File: src/rtl/spi_gdu_sequencer.sv
// spi_gdu_sequencer: parses framed SPI byte commands into a FIFO and issues them to the GDU as DRA/KZS/KZC strobes.
module spi_gdu_sequencer #(
  parameter int FIFO_DEPTH  = 4,
  parameter int GAP_CYC     = 8,
  parameter int TIMEOUT_CYC = 24000
) (
  input  logic        clk_24m,
  input  logic        rst,
  input  logic        i_valid,
  input  logic [7:0]  i_result,
  input  logic [1:0]  i_dev_ZT,
  input  logic        i_dev_ZDQQ,
  output logic [15:0] o_dev_SR,
  output logic        o_DRA,
  output logic        o_KZS,
  output logic        o_KZC,
  output logic        o_busy,
  output logic        o_err_ovf,
  output logic        o_err_frame
);
  localparam int AW = $clog2(FIFO_DEPTH);
  localparam int TW = $clog2(TIMEOUT_CYC + 1);
  localparam int GW = $clog2(GAP_CYC + 1);
  localparam logic [1:0] T_WR = 2'd0, T_START = 2'd1, T_CLEAR = 2'd2;
  typedef enum logic [2:0] {P_HUNT, P_OPC, P_CNT, P_DHI, P_DLO} pstate_t;
  typedef enum logic [1:0] {I_IDLE, I_EXEC, I_GAP, I_WAIT} istate_t;
  pstate_t r_ps, w_ps_nx;
  istate_t r_is, w_is_nx;
  logic [TW-1:0] r_to;
  logic [7:0]    r_rem, r_hi;
  logic [17:0]   r_mem [FIFO_DEPTH];
  logic [AW-1:0] r_wp, r_rp;
  logic [AW:0]   r_cnt;
  logic [GW-1:0] r_gap;
  logic [1:0]    r_cur_t;
  logic [15:0]   r_sr;
  logic          r_err_ovf, r_err_frame;
  logic          w_push, w_frame_err, w_clr_err, w_timeout, w_full, w_empty, w_wr, w_pop, w_gap_done, w_exec;
  logic [17:0]   w_push_d, w_head;
  assign w_timeout  = r_ps != P_HUNT && !i_valid && r_to == TW'(TIMEOUT_CYC);
  assign w_full     = r_cnt == (AW+1)'(FIFO_DEPTH);
  assign w_empty    = r_cnt == '0;
  assign w_head     = r_mem[r_rp];
  assign w_gap_done = r_gap == GW'(GAP_CYC - 1);
  // The last GAP cycle doubles as IDLE so back-to-back strobes land GAP_CYC+1 cycles apart.
  assign w_pop = !w_empty && i_dev_ZT == 2'b00 &&
                 (r_is == I_IDLE || (r_is == I_GAP && w_gap_done && r_cur_t != T_START));
  assign w_wr  = w_push && (!w_full || w_pop);
  always_comb begin
    w_ps_nx     = r_ps;
    w_push      = 1'b0;
    w_push_d    = '0;
    w_frame_err = 1'b0;
    w_clr_err   = 1'b0;
    if (i_valid) begin
      case (r_ps)
        P_HUNT: w_ps_nx = i_result == 8'hA5 ? P_OPC : P_HUNT;
        P_OPC: begin
          w_ps_nx     = i_result == 8'h01 ? P_CNT : P_HUNT;
          w_push      = i_result == 8'h02 || i_result == 8'h03;
          w_push_d    = {i_result == 8'h02 ? T_START : T_CLEAR, 16'h0};
          w_clr_err   = i_result == 8'h04;
          w_frame_err = i_result == 8'h00 || i_result > 8'h04;
        end
        P_CNT: w_ps_nx = i_result == 8'h00 ? P_HUNT : P_DHI;
        P_DHI: w_ps_nx = P_DLO;
        default: begin
          w_ps_nx  = r_rem == 8'd1 ? P_HUNT : P_DHI;
          w_push   = 1'b1;
          w_push_d = {T_WR, r_hi, i_result};
        end
      endcase
    end else if (w_timeout) begin
      w_ps_nx     = P_HUNT;
      w_frame_err = 1'b1;
    end
  end
  always_comb begin
    w_is_nx = r_is == I_EXEC ? I_GAP :
              w_pop ? I_EXEC :
              r_is == I_WAIT ? (i_dev_ZDQQ ? I_IDLE : I_WAIT) :
              r_is == I_GAP ? (!w_gap_done ? I_GAP : r_cur_t == T_START ? I_WAIT : I_IDLE) :
              I_IDLE;
  end
  always_ff @(posedge clk_24m) if (w_wr) r_mem[r_wp] <= w_push_d;
  always_ff @(posedge clk_24m) begin
    if (rst) begin
      r_ps        <= P_HUNT;
      r_is        <= I_IDLE;
      r_to        <= '0;
      r_rem       <= '0;
      r_hi        <= '0;
      r_wp        <= '0;
      r_rp        <= '0;
      r_cnt       <= '0;
      r_gap       <= '0;
      r_cur_t     <= T_WR;
      r_sr        <= '0;
      r_err_ovf   <= 1'b0;
      r_err_frame <= 1'b0;
    end else begin
      r_ps        <= w_ps_nx;
      r_is        <= w_is_nx;
      r_to        <= (r_ps == P_HUNT || i_valid) ? '0 : r_to + 1'b1;
      r_rem       <= (i_valid && r_ps == P_CNT) ? i_result : (i_valid && r_ps == P_DLO) ? r_rem - 1'b1 : r_rem;
      r_hi        <= (i_valid && r_ps == P_DHI) ? i_result : r_hi;
      r_wp        <= w_wr ? r_wp + 1'b1 : r_wp;
      r_rp        <= w_pop ? r_rp + 1'b1 : r_rp;
      r_cnt       <= r_cnt + (AW+1)'(w_wr) - (AW+1)'(w_pop);
      r_gap       <= r_is == I_GAP ? r_gap + 1'b1 : '0;
      r_cur_t     <= w_pop ? w_head[17:16] : r_cur_t;
      r_sr        <= (w_pop && w_head[17:16] == T_WR) ? w_head[15:0] : r_sr;
      r_err_ovf   <= (w_push && w_full && !w_pop) ? 1'b1 : w_clr_err ? 1'b0 : r_err_ovf;
      r_err_frame <= w_frame_err ? 1'b1 : w_clr_err ? 1'b0 : r_err_frame;
    end
  end
  assign w_exec      = r_is == I_EXEC && !rst;
  assign o_DRA       = w_exec && r_cur_t == T_WR;
  assign o_KZS       = w_exec && r_cur_t == T_START;
  assign o_KZC       = w_exec && r_cur_t == T_CLEAR;
  assign o_dev_SR    = r_sr;
  assign o_busy      = !w_empty || r_is != I_IDLE;
  assign o_err_ovf   = r_err_ovf;
  assign o_err_frame = r_err_frame;
endmodule

File: config.mk
export PLATFORM = sky130hd
export DESIGN_NAME = spi_gdu_sequencer
export DESIGN_NICKNAME = d
export VERILOG_FILES = /design/src/rtl/spi_gdu_sequencer.sv
export SDC_FILE = /design/constraint.sdc
export NUM_CORES = 1
export LEC_CHECK = 0
export CORE_ASPECT_RATIO = 0.7
export CORE_MARGIN = 3
export CORE_UTILIZATION = 29
export DETAILED_ROUTE_END_ITERATION = 8
export GPL_TIMING_DRIVEN = 0
export PLACE_DENSITY = 0.47
export SYNTH_ARGS = -nofsm -noshare
export SYNTH_HDL_FRONTEND = slang
export SYNTH_SLANG_ARGS = --single-unit
File: constraint.sdc
create_clock -name clk_24m -period 5.4 [get_ports clk_24m]
set_input_delay 0.54 -clock clk_24m [delete_from_list [all_inputs] [get_ports clk_24m]]
set_output_delay 0.54 -clock clk_24m [all_outputs]
set_load 0.005 [all_outputs]
Yosys cells after proc, flatten, opt, wreduce, memory -nomap -nowiden
Memory sizes are Yosys's and may differ from the RTL's. A register that Yosys moved wholly into a read port is not among the register bits.
Index checks and enable logic that the tools add are counted.
{"block": "totals", "mem_bits_rw": 72, "memories": 1, "ff_bits": 67, "word_cells": 121, "in_bits": 14}
{"memory": "r_mem", "words": 4, "width": 18, "rd": 1, "rd_clocked_by_memory_dff": 1, "write_ports": 1, "line_no": "31", "source": "logic [17:0] r_mem [FIFO_DEPTH];"}
{"block": "classes", "reduce_logical": 45, "order_cmp": 1, "addsub": 7, "bitwise": 1, "muxes": 33, "n_eq_ne": 19}
{"operator": "case mux 18 bit (2 select lines)", "n": 1}
{"operator": "2-to-1 mux 2 bit", "n": 13}
{"operator": "2-to-1 mux 18 bit", "n": 1}
{"operator": "logical AND 1 bit", "n": 17}
{"operator": "equality test 8 x 1 -> 1 bit (second input constant)", "n": 2}
{"operator": "equality test 8 x 2 -> 1 bit (second input constant)", "n": 2}
{"operator": "2-to-1 mux 8 bit", "n": 2}
{"operator": "adder 15 x 1 -> 15 bit (second input constant)", "n": 1}
{"operator": "equality test 15 bit (second input constant)", "n": 1}
{"operator": "2-to-1 mux 1 bit", "n": 12}
{"operator": "case mux 3 bit (4 select lines)", "n": 1}
{"operator": "nonzero test 2 bit", "n": 5}
{"operator": "equality test 8 x 3 -> 1 bit (second input constant)", "n": 1}
{"operator": "equality test 8 bit (second input constant)", "n": 1}
{"operator": "greater-than comparator 8 x 3 -> 1 bit (second input constant)", "n": 1}
{"operator": "logical NOT 2 bit", "n": 4}
{"operator": "logical NOT 8 bit", "n": 1}
{"operator": "subtractor 8 x 1 -> 8 bit (second input constant)", "n": 1}
{"operator": "equality test 2 bit (second input constant)", "n": 3}
{"operator": "equality test 3 x 2 -> 1 bit (second input constant)", "n": 2}
{"operator": "equality test 3 bit (second input constant)", "n": 2}
{"operator": "logical NOT 3 bit", "n": 2}
{"operator": "logical OR 1 bit", "n": 6}
{"operator": "2-to-1 mux 3 bit", "n": 2}
{"operator": "14 further kinds", "n": 22}

Depth between registers and ports, before layout
Gate-level depths: netlist (run 1).
{"block": "logic_depth", "depth_word": 9, "mapped_depth": 13, "ltp_nobuf": 13}

Least setup slack after synthesis (run 1)
No wires, ideal clock.
{"block": "synth_path", "path_type": "input-to-reg", "start": "input port i_result[7]", "end": "register r_cnt[2]", "arrival_ns": 2.629, "setup_ns": 0.128, "slack_ns": 2.644, "required_time_ns": 5.272, "stages": 12, "cell_sequence": "nor3_1 -> nand4_1 -> a2bb2oi_2 -> inv_1 -> ha_1 -> inv_1 -> ha_1 -> inv_1 -> fa_1 -> xor2_1 -> xnor2_1 -> nor2_1"}
{"block": "synth_between", "elab_chain_cells": 7, "word_cells_on_any_way": 8, "classes_between": "add/sub (2); eq/ne (2); mux (2); reduce/logical (2)"}
{"element": "from (decl)", "line_no": "10", "source": "input logic [7:0] i_result,"}
{"element": "equality test 8 x 2 -> 1 bit", "line_no": "60", "source": "w_push = i_result == 8'h02 || i_result == 8'h03;"}
{"element": "logical OR 1 bit *", "line_no": "60"}
{"element": "case mux 1 bit (2 select lines) *", "line_no": "56", "source": "case (r_ps)"}
{"element": "2-to-1 mux 1 bit *", "line_no": "55", "source": "if (i_valid) begin"}
{"element": "logical AND 1 bit *", "line_no": "48", "source": "assign w_wr = w_push && (!w_full || w_pop);"}
{"element": "adder 3 x 1 -> 3 bit *", "line_no": "109", "source": "r_cnt <= r_cnt + (AW+1)'(w_wr) - (AW+1)'(w_pop);"}
{"element": "subtractor 3 x 1 -> 3 bit *", "line_no": "109"}
{"element": "to (signal assigned)", "line_no": "109"}
{"element": "to (decl)", "line_no": "33", "source": "logic [AW:0] r_cnt;"}
Every way passes the cells marked *; elsewhere a longest branch is shown, timed or not.
A chain may end at the register's enable or synchronous reset.

Worst setup path after layout (run 1)
{"block": "layout_path", "start": "input port i_result[2]", "end": "register r_cnt[2]"}
The elaborated chain is that of the path after synthesis.

==> results of run 1 <==
-- cell usage after synthesis (2+ instances only) --
library cell,n
sky130_fd_sc_hd__nor2_1,31
sky130_fd_sc_hd__o21ai_0,11
sky130_fd_sc_hd__nand4_1,8
sky130_fd_sc_hd__a21oi_1,37
sky130_fd_sc_hd__edfxtp_1,72
sky130_fd_sc_hd__and4_1,2
sky130_fd_sc_hd__xnor2_1,7
sky130_fd_sc_hd__and2_1,10
sky130_fd_sc_hd__a31oi_1,4
sky130_fd_sc_hd__o21ai_2,10
sky130_fd_sc_hd__nor2b_1,3
sky130_fd_sc_hd__or4_1,2
sky130_fd_sc_hd__inv_1,16
sky130_fd_sc_hd__dfxtp_1,69
sky130_fd_sc_hd__xor2_1,9
sky130_fd_sc_hd__ha_1,11
sky130_fd_sc_hd__nand2b_1,6
sky130_fd_sc_hd__buf_6,2
sky130_fd_sc_hd__nand2_1,34
sky130_fd_sc_hd__or3_1,9
sky130_fd_sc_hd__nor4_1,3
sky130_fd_sc_hd__nand3_1,25
sky130_fd_sc_hd__clkbuf_1,20
sky130_fd_sc_hd__nor3_1,7
sky130_fd_sc_hd__nor3b_1,2
sky130_fd_sc_hd__and4b_1,2
sky130_fd_sc_hd__and3b_1,2
sky130_fd_sc_hd__nand3b_1,3
sky130_fd_sc_hd__mux4_2,18
sky130_fd_sc_hd__a221oi_1,3
sky130_fd_sc_hd__and3_1,19
sky130_fd_sc_hd__o2bb2ai_1,3
sky130_fd_sc_hd__buf_2,4
sky130_fd_sc_hd__o211ai_1,3
sky130_fd_sc_hd__nor4bb_1,3
-- how the worst max path moves through the flow --
| stage | cells past startpoint | start | end |
|---|---|---|---|
| detailed placement | 13 | i_result[2] | r_cnt[2] |
| floorplan | 12 | i_result[7] | r_cnt[2] |
| CTS | 13 | i_result[2] | r_cnt[2] |
| global placement | 13 | i_result[2] | r_cnt[2] |
| global route | 13 | i_result[2] | r_cnt[2] |
| finish | 13 | i_result[2] | r_cnt[2] |
-- worst register-to-register path: cells and delay by family (launching register included) --
family | cells | cell delay, ns
buf+inv | 4 | 0.60
flops | 1 | 0.35
xor+xnor | 2 | 0.30
simple gates | 2 | 0.30
compound gates | 1 | 0.20
fa+ha+maj | 4 | 1.00
-- kinds of logic (layout without fill, tap and decap cells) --
family                   Yosys count  count (layout)  synth area share, %
AO/OA/AOI/OAI                     85              85                9.326
XOR/XNOR                          16              16                2.337
adder cells (fa/ha/maj)           12              12                2.629
buffers and inverters             45             109                3.234
flip-flops                       141             141                59.09
multiplexers                      20              20                7.115
AND/OR/NAND/NOR                  179             179                16.27
-- layout make-up --
type                       count  area (um^2)  area share, %
buffer                        29        133.9          1.848
clock buffer                  18        429.2          5.925
clock inverter                13        148.9          2.056
inverter                      16        60.06         0.8292
multi-input combinational    312         2260          31.20
sequential                   141         3543          48.92
tap                          270        337.8          4.664
timing repair buffer          33        330.3          4.560
-- power by group through the flow --
| stage | Sequential (mW) | Combinational, mW | Clock (mW) |
|---|---|---|---|
| floorplan | 1.14 | 0.0154 | 0 |
| global placement | 1.14 | 0.0370 | 0 |
| detailed placement | 1.14 | 0.0374 | 0 |
| CTS | 1.11 | 0.0373 | 1.17 |
| global route | 1.11 | 0.0410 | 1.22 |
| finish | 1.11 | 0.0370 | 1.15 |
-- placed cells by master, fill, tap and decap left out, types with 3 or more instances in the layout --
cell type,count
sky130_fd_sc_hd__a21oi_1,37
sky130_fd_sc_hd__a221oi_1,3
sky130_fd_sc_hd__a31oi_1,4
sky130_fd_sc_hd__and2_1,10
sky130_fd_sc_hd__and3_1,19
sky130_fd_sc_hd__buf_2,4
sky130_fd_sc_hd__bufinv_16,3
sky130_fd_sc_hd__clkbuf_1,21
sky130_fd_sc_hd__clkbuf_16,17
sky130_fd_sc_hd__clkdlybuf4s50_1,33
sky130_fd_sc_hd__clkinv_1,4
sky130_fd_sc_hd__dfxtp_1,69
sky130_fd_sc_hd__edfxtp_1,72
sky130_fd_sc_hd__ha_1,11
sky130_fd_sc_hd__inv_1,16
sky130_fd_sc_hd__mux4_2,18
sky130_fd_sc_hd__nand2_1,34
sky130_fd_sc_hd__nand2b_1,6
sky130_fd_sc_hd__nand3_1,25
sky130_fd_sc_hd__nand3b_1,3
sky130_fd_sc_hd__nand4_1,8
sky130_fd_sc_hd__nor2_1,31
sky130_fd_sc_hd__nor2b_1,3
sky130_fd_sc_hd__nor3_1,7
sky130_fd_sc_hd__nor4_1,3
sky130_fd_sc_hd__nor4bb_1,3
sky130_fd_sc_hd__o211ai_1,3
sky130_fd_sc_hd__o21ai_0,11
sky130_fd_sc_hd__o21ai_2,10
sky130_fd_sc_hd__o2bb2ai_1,3
sky130_fd_sc_hd__or3_1,9
sky130_fd_sc_hd__xnor2_1,7
sky130_fd_sc_hd__xor2_1,9
-- flip-flops by register name, summed over array words and instances (netlist names), 3 cells and up, named ones only --
register	cells
r_gap	4
r_ps	3
r_to	15
r_cnt	3
r_mem	72
r_rem	8
r_hi	8
o_dev_SR	16
-- metal layers --
layer  wire (um)  vias to the layer above  global-route usage [%]
met1        7171                     1946                   19.03
met3         917                        8                   4.638
met2        5302                       81                   16.91
met5           0                        -                       0
met4          86                        0                   3.184
li1            -                     1958                       -
-- per-stage QoR --
step | total power, mW | std cells
after detailed placement | 1.175 | 801
final | 2.301 | 832
after global placement | 1.175 | 801
after global routing | 2.377 | 832
after floorplan | 1.153 | 498
after CTS | 2.327 | 832
==> results.md, run 1 <==
- For the pin with the worst max-slew slack, the measured transition is 1.003 ns.
- In this run the cell area measured after placement is 6665 um^2.
- The number of instances in the synthesized netlist is 498.
- The startpoint of the worst hold path is r_gap[0].
- After synthesis the netlist holds a flip-flop and latch count of 141.
- The worst-case IR drop observed on VDD is 0.1968 mV.
- In the global route stage, overall resource usage came out at 12.60%.
- The aggregate routed wire length is 13.48 mm.
- The type of the worst setup path is in -> reg.
- The headroom to the max-slew limit is 33.15%.
- The cell family with the largest share of critical-path delay is simple AND/OR/NAND/NOR gates.
- The net total in the final layout is 576.
- The pre-antenna-repair detailed-routing pass consisted of 4 iterations.
- The net count of the mapped netlist is 524.
- The final-report setup violation count is 0.
- The repair_antennas step left the layout with diodes totalling 0.
- In this run, the clock network consumes 49.9% of the power.
- The area of the core is 20,070 um^2.
- The number of clock buffers inserted by TritonCTS is 17.
- The critical path goes through clkdlybuf4s50_1 -> nor3_1 -> nand4_1 -> a2bb2oi_2 -> inv_1 -> ha_1 -> inv_1 -> ha_1 -> inv_1 -> fa_1 -> xor2_1 -> xnor2_1 -> nor2_1.
- Buffers inserted to repair hold after CTS numbered 0.
- The number of primary I/O pins is 36.
- Sequential elements use 59.09% of the synthesized area.
- The total overflow reported by the global router is 0.
- Combinational logic burns 1.6% of the power.
- The post-CTS repair timing setup buffer count is 0.
- The floorplan row count is 43.
- Static timing analysis puts the maximum clock frequency at 304.1 MHz.
- The utilization of the core after routing is 36.09%.
- The number of global-route vias before repair is 3,861.
- Fill cells in the final layout number 1,953.
- The reg2reg setup slack is 2.49 ns.
- The type of the worst min-delay path is reg -> reg.
- Of the cells placed in the final design, the portion with a size suffix greater than 1 is 12.10%.
- STA puts the critical path data arrival time at 3.56 ns.
- The switching part of the total is 19.78%.
- The final cell area excluding filler cells is 7243 um^2.
- The power per cell area is 317.7 nW/um^2.
- The capturing element type of the critical path is a flip-flop.
- The total of cells resized after clock tree synthesis is 0.
- The TritonCTS clock tree is yes.
- In this run, synthesis inferred 72 flip-flops with an integrated enable.
- Counting every sink on the clock net gives 141.
- The share of synthesized area in the top cell type comes to 36.05%.
- For this design the total switching power over the nets is 0.4552 mW.
- The detailed router finished its first iteration with 265 violations.
- The quantity of I/O buffers inserted on ports is 33.
- The most used cell along the critical path is sky130_fd_sc_hd__inv_1.
- By area the synthesized netlist is led by sky130_fd_sc_hd__edfxtp_1 36%, sky130_fd_sc_hd__dfxtp_1 23%, sky130_fd_sc_hd__mux4_2 6.8%, sky130_fd_sc_hd__a21oi_1 3.1%, sky130_fd_sc_hd__ha_1 2.3%.
- The initial utilization of the core area, before any placement, comes to 29.88%.
- Counting along the longest clock path gives a buffer depth of 2.
- The later pin in the worst-skew pair is clocked with a latency of 0.41 ns.
- Detailed placement ended at an HPWL of 9.673 mm.
- The H-tree generated during clock tree synthesis spans 4 levels.
- Entering global routing, the biggest net connects 19 pins.
- In the routed design, unresolved DRC markers number 0.
- Using the TritonRoute via totals, the vias-per-cell ratio works out to 4.799.
- Clock-pin slew was measured on the worst setup and hold paths at 0.06 ns.
- In this run the worst path has a maximum fanout of 7.
- In this run the clock root is driven by a sky130_fd_sc_hd__clkbuf_16.
- The slowest stage of the critical path is the sky130_fd_sc_hd__clkdlybuf4s50_1 cell.
- The synthesis-to-layout area growth is 20.78%.
- The die covers 22,470 um^2.
- The floorplan step set the die width to 177.9 um.
- The minimum clock period is 3.288 ns.
- The number of pins exceeding their max-slew limit in the final report came to 0.
- In this run the critical register-to-register path is captured at r_cnt[2].
- The total number of vias is 3,993.
- The critical path required time is 5.67 ns.
- Dividing the synthesized area by the synthesized cell count gives 12.04 um^2.
- The synthesized netlist contains 63 unique library cells.
- The first-pass GRT wire length is 21.52 mm.
- The flow ran to the end, and the final reports show no timing, DRC or antenna violations.
- The share of power burned in registers is 48.4%.
- The buffers plus inverters on the worst setup path is 4.
- The startpoint type of the worst setup path is a primary input.
- The initial antenna violation count was 0.
- The startpoint of the most critical register-to-register path is r_gap[0].
- Counting cells, the worst reg-to-reg path comes to 13.
- The final setup TNS is 0 ns.
- The cell area that synthesis handed to floorplanning was 5997 um^2.
- The leakage dissipation is 2.437 nW.
- The weighted congestion reported at the end of routability-driven placement is 0.7782.
- The dominant cell type by area after synthesis is sky130_fd_sc_hd__edfxtp_1.
- The count of max-cap constraint violations is 0.
- The most used flip-flop cell after synthesis is sky130_fd_sc_hd__edfxtp_1.
- Counting instances, the worst hold path has a depth of 1.
- The final-report hold violation count was 0.
- At the placement stage, the worst setup path has a slack of 1.690 ns.
- Across all setup checks in the final design, the least slack found is 2.112 ns.
- Setup repair after global routing left no endpoint under its margin.
- The maximum cell stage delay along the critical path is 0.55 ns.
- After detailed routing, the average wire length per cell comes to 16.20 um.
- The height of the chip is 126.3 um.
- The number of nets still failing antenna checks after routing is 0.
- The internal power summed over all cells is 1.846 mW.
- The final cycle utilization of the critical path is 60.90%.
- The share of async-settable or async-resettable flops after synthesis is 0%.
- The final clock skew is 0.008808 ns.
- The worst hold path terminates at r_gap[0].
- Hold is met by 0.4475 ns.
- The Yosys step of the flow raised 0 warnings.
Power figures use the tool's default switching activity.
==> inputs of run 2 (changes only) <==
==> constraint.sdc (replaced) <==
create_clock -name clk_24m -period 3.1 [get_ports clk_24m]
set_input_delay 0.31 -clock clk_24m [delete_from_list [all_inputs] [get_ports clk_24m]]
set_output_delay 0.31 -clock clk_24m [all_outputs]
set_load 0.005 [all_outputs]
==> results.md, run 2 (synthesized netlist as in run 1, its figures left out) <==
- The TritonCTS clock tree is yes (unchanged).
- The depth of the CTS H-tree is 4 (unchanged).
- The cell family with the largest share of critical-path delay is adder cells (was simple AND/OR/NAND/NOR gates).
- The startpoint of the most critical register-to-register path is r_ps[0] (was r_gap[0]).
- The floorplan row count was 43 (unchanged).
- The clock sink total came to 141 (unchanged).
- The final clock skew is 0.007373 ns (was 0.008808 ns).
- The startpoint type of the worst setup path is a flip-flop (was primary input).
- The detailed-router iteration count before antenna repair is 4 (unchanged).
- The buffers plus inverters on the worst setup path was 4 (unchanged).
- The leakage dissipation is 2.441 nW (was 2.437 nW).
- The synthesis-to-layout area growth is 21.09% (was 20.78%).
- The top routing layer in use is met4 (unchanged).
- The headroom to the max-slew limit was 33.60% (was 33.15%).
- The total overflow reported by the global router was 0 (unchanged).
- The horizontal extent of the die was 177.9 um (unchanged).
- The clock-pin slew reported for the worst setup and hold paths after clock tree synthesis is 0.06 ns (about the same).
- The startpoint of the worst hold path is i_result[1] (was r_gap[0]).
- The number of global-route vias before repair is 3,861 (unchanged).
- The most used cell along the critical path is sky130_fd_sc_hd__inv_1 (unchanged).
- The routed length per instance came to 16.21 um (was 16.20 um).
- The routed length on met3 came to 915 um (was 917 um).
- Timing would allow up to 352.0 MHz.
- The number of diodes is 0 (unchanged).
- The aggregate routed wire length is 13.47 mm (was 13.48 mm).
- The quantity of I/O buffers inserted on ports came to 33 (unchanged).
- Status: finished, final reports clean (unchanged).
- The effective utilization at floorplan was 29.88% (unchanged).
- The total of cells resized after clock tree synthesis is 0 (unchanged).
- The maximum cell stage delay along the critical path came to 0.37 ns (was 0.55 ns).
- The final cell count without fillers came to 831 (was 832).
- The count of hold-fix buffers inserted at cts was 0 (unchanged).
- The routed wire length on met2 is 5.378 mm (was 5.302 mm).
- The number of nets still failing antenna checks after routing is 0 (unchanged).
- The final-report setup violation count is 0 (unchanged).
- The largest fanout on the critical path came to 10 (was 7).
- The die area is 22,470 um^2 (unchanged).
- The number of primary I/O pins was 36 (unchanged).
- The arrival time at the worst endpoint came to 3.11 ns (was 3.56 ns).
- The fraction of layout instances using a drive strength above 1 came to 12.30% (was 12.10%).
- The cell at the root of the clock tree is sky130_fd_sc_hd__clkbuf_16 (unchanged).
- The worst-path cell with the longest stage delay is sky130_fd_sc_hd__fa_1 (was sky130_fd_sc_hd__clkdlybuf4s50_1).
- The type of the worst min-delay path is in -> reg (was reg -> reg).
- The residual DRC count was 0 (unchanged).
- The area of the core is 20,070 um^2 (unchanged).
- The total routing resource utilization after global routing is 12.60% (unchanged).
- The type of the worst setup path was reg -> reg (was in -> reg).
- The clock tree buffer depth is 2 (unchanged).
- The detailed placement HPWL is 9.673 mm (unchanged).
- The weighted congestion reported at the end of routability-driven placement is 0.7782 (unchanged).
- The leading cell type in the layout, fill and taps excluded is sky130_fd_sc_hd__edfxtp_1 (unchanged).
- The number of flip-flops under the largest register name was 72 (unchanged).
- The number of clock buffers inserted by TritonCTS came to 17 (unchanged).
- The routed design could run at a clock period as short as 2.841 ns.
- The net total in the final layout is 575 (was 576).
- The final cycle utilization of the critical path is 91.63%.
- CP cell instances: clkbuf_1 -> and3b_1 -> nand4_1 -> a2bb2oi_4 -> inv_1 -> ha_1 -> inv_1 -> ha_1 -> inv_1 -> fa_1 -> xor2_1 -> xnor2_1 -> nor2_1 (was clkdlybuf4s50_1 -> nor3_1 -> nand4_1 -> a2bb2oi_2 -> inv_1 -> ha_1 -> inv_1 -> ha_1 -> inv_1 -> fa_1 -> xor2_1 -> xnor2_1 -> nor2_1).
- The total number of vias is 4,026 (was 3,993).
- The number of pins exceeding their max-slew limit in the final report is 0 (unchanged).
- Setup repair after global routing missed its margin: no (unchanged).
- The critical path startpoint is r_ps[0] (was i_result[2]).
- The capturing element type of the critical path is a flip-flop (unchanged).
- The post-CTS repair timing setup buffer count came to 0 (unchanged).
- The worst supply voltage drop on vdd is 0.3410 mV (was 0.1968 mV).
- The transition at the pin with the smallest max-transition slack is 0.9961 ns (was 1.003 ns).
- The critical path required time is 3.37 ns (was 5.67 ns).
- The power per cell area is 551.6 nW/um^2 (was 317.7 nW/um^2).
- The insertion delay of the later-clocked pin in the worst-skew pair is 0.41 ns (about the same).
- The first-pass GRT wire length came to 21.52 mm (unchanged).
- The pin count of the biggest net entering global routing is 19 (unchanged).
- The routed metal-1 wirelength was 7.088 mm (was 7.171 mm).
- The count of max-cap constraint violations is 0 (unchanged).
- The final-report hold violation count came to 0 (unchanged).
- The average vias per placed instance is 4.845 (was 4.799).
- The overall power consumption is 4.006 mW (was 2.301 mW).
- The height of the chip is 126.3 um (unchanged).
- The initial antenna violation count is 0 (unchanged).
- Commonest cells after routing, fill and taps aside: 72 x sky130_fd_sc_hd__edfxtp_1, 69 x sky130_fd_sc_hd__dfxtp_1, 37 x sky130_fd_sc_hd__a21oi_1 (unchanged).
- The largest register by flop count is r_mem (unchanged).
- The post-placement cell count is 801 (unchanged).
- The count of routing violations after the opening detailed-route iteration is 281 (was 265).
==> run 2: layer usage <==
layer	up-vias	track usage, %
met5	-	0
met4	0	3.184
met3	10	4.638
met2	86	16.91
met1	1966	19.03
li1	1964	-
==> run 2: area by class of cell <==
type	instances	area, um^2
inverter	16	60.06
tap	270	337.8
clock inverter	13	148.9
timing repair buffer	33	330.3
multi-input combinational	312	2282
clock buffer	18	429.2
buffer	28	130.1
fill	1953	12810
sequential	141	3543
==> run 2: worst paths after layout <==
path / to / slack, ns / cells past startpoint
max: r_cnt[2] / 0.26 / 13
min: r_hi[1] / 0.34 / 3
max reg2reg: r_cnt[2] / 0.26 / 13
min reg2reg: r_gap[0] / 0.45 / 1
==> run 2: worst min-delay path: cells and delay by family <==
family,cells,cell delay [ns]
AND/OR/NAND/NOR,1,0.12
AO/OA/AOI/OAI,1,0.06
buffers and inverters,1,0.22
==> run 2: through the flow <==
stage	setup slack [ns]	setup TNS [ns]	util (%)	instance area, um^2	hold slack [ns]
after floorplan	0.5456	0	-	5997	0.4175
after global placement	-0.3357	-12.76	33.21	6665	0.4311
after detailed placement	-0.3800	-11.50	33.21	6665	0.4425
after CTS	0.06544	0	36.09	7243	0.3410
after global routing	0.008149	0	36.19	7262	0.3928
final	0.2595	0	36.19	7262	0.3378
==> run 2: report_power, final <==
group,leakage (nW),internal [mW],switching (mW)
Sequential,1.22,1.94,0.000263
Clock,0.280,1.25,0.747
Combinational,0.938,0.0244,0.0425
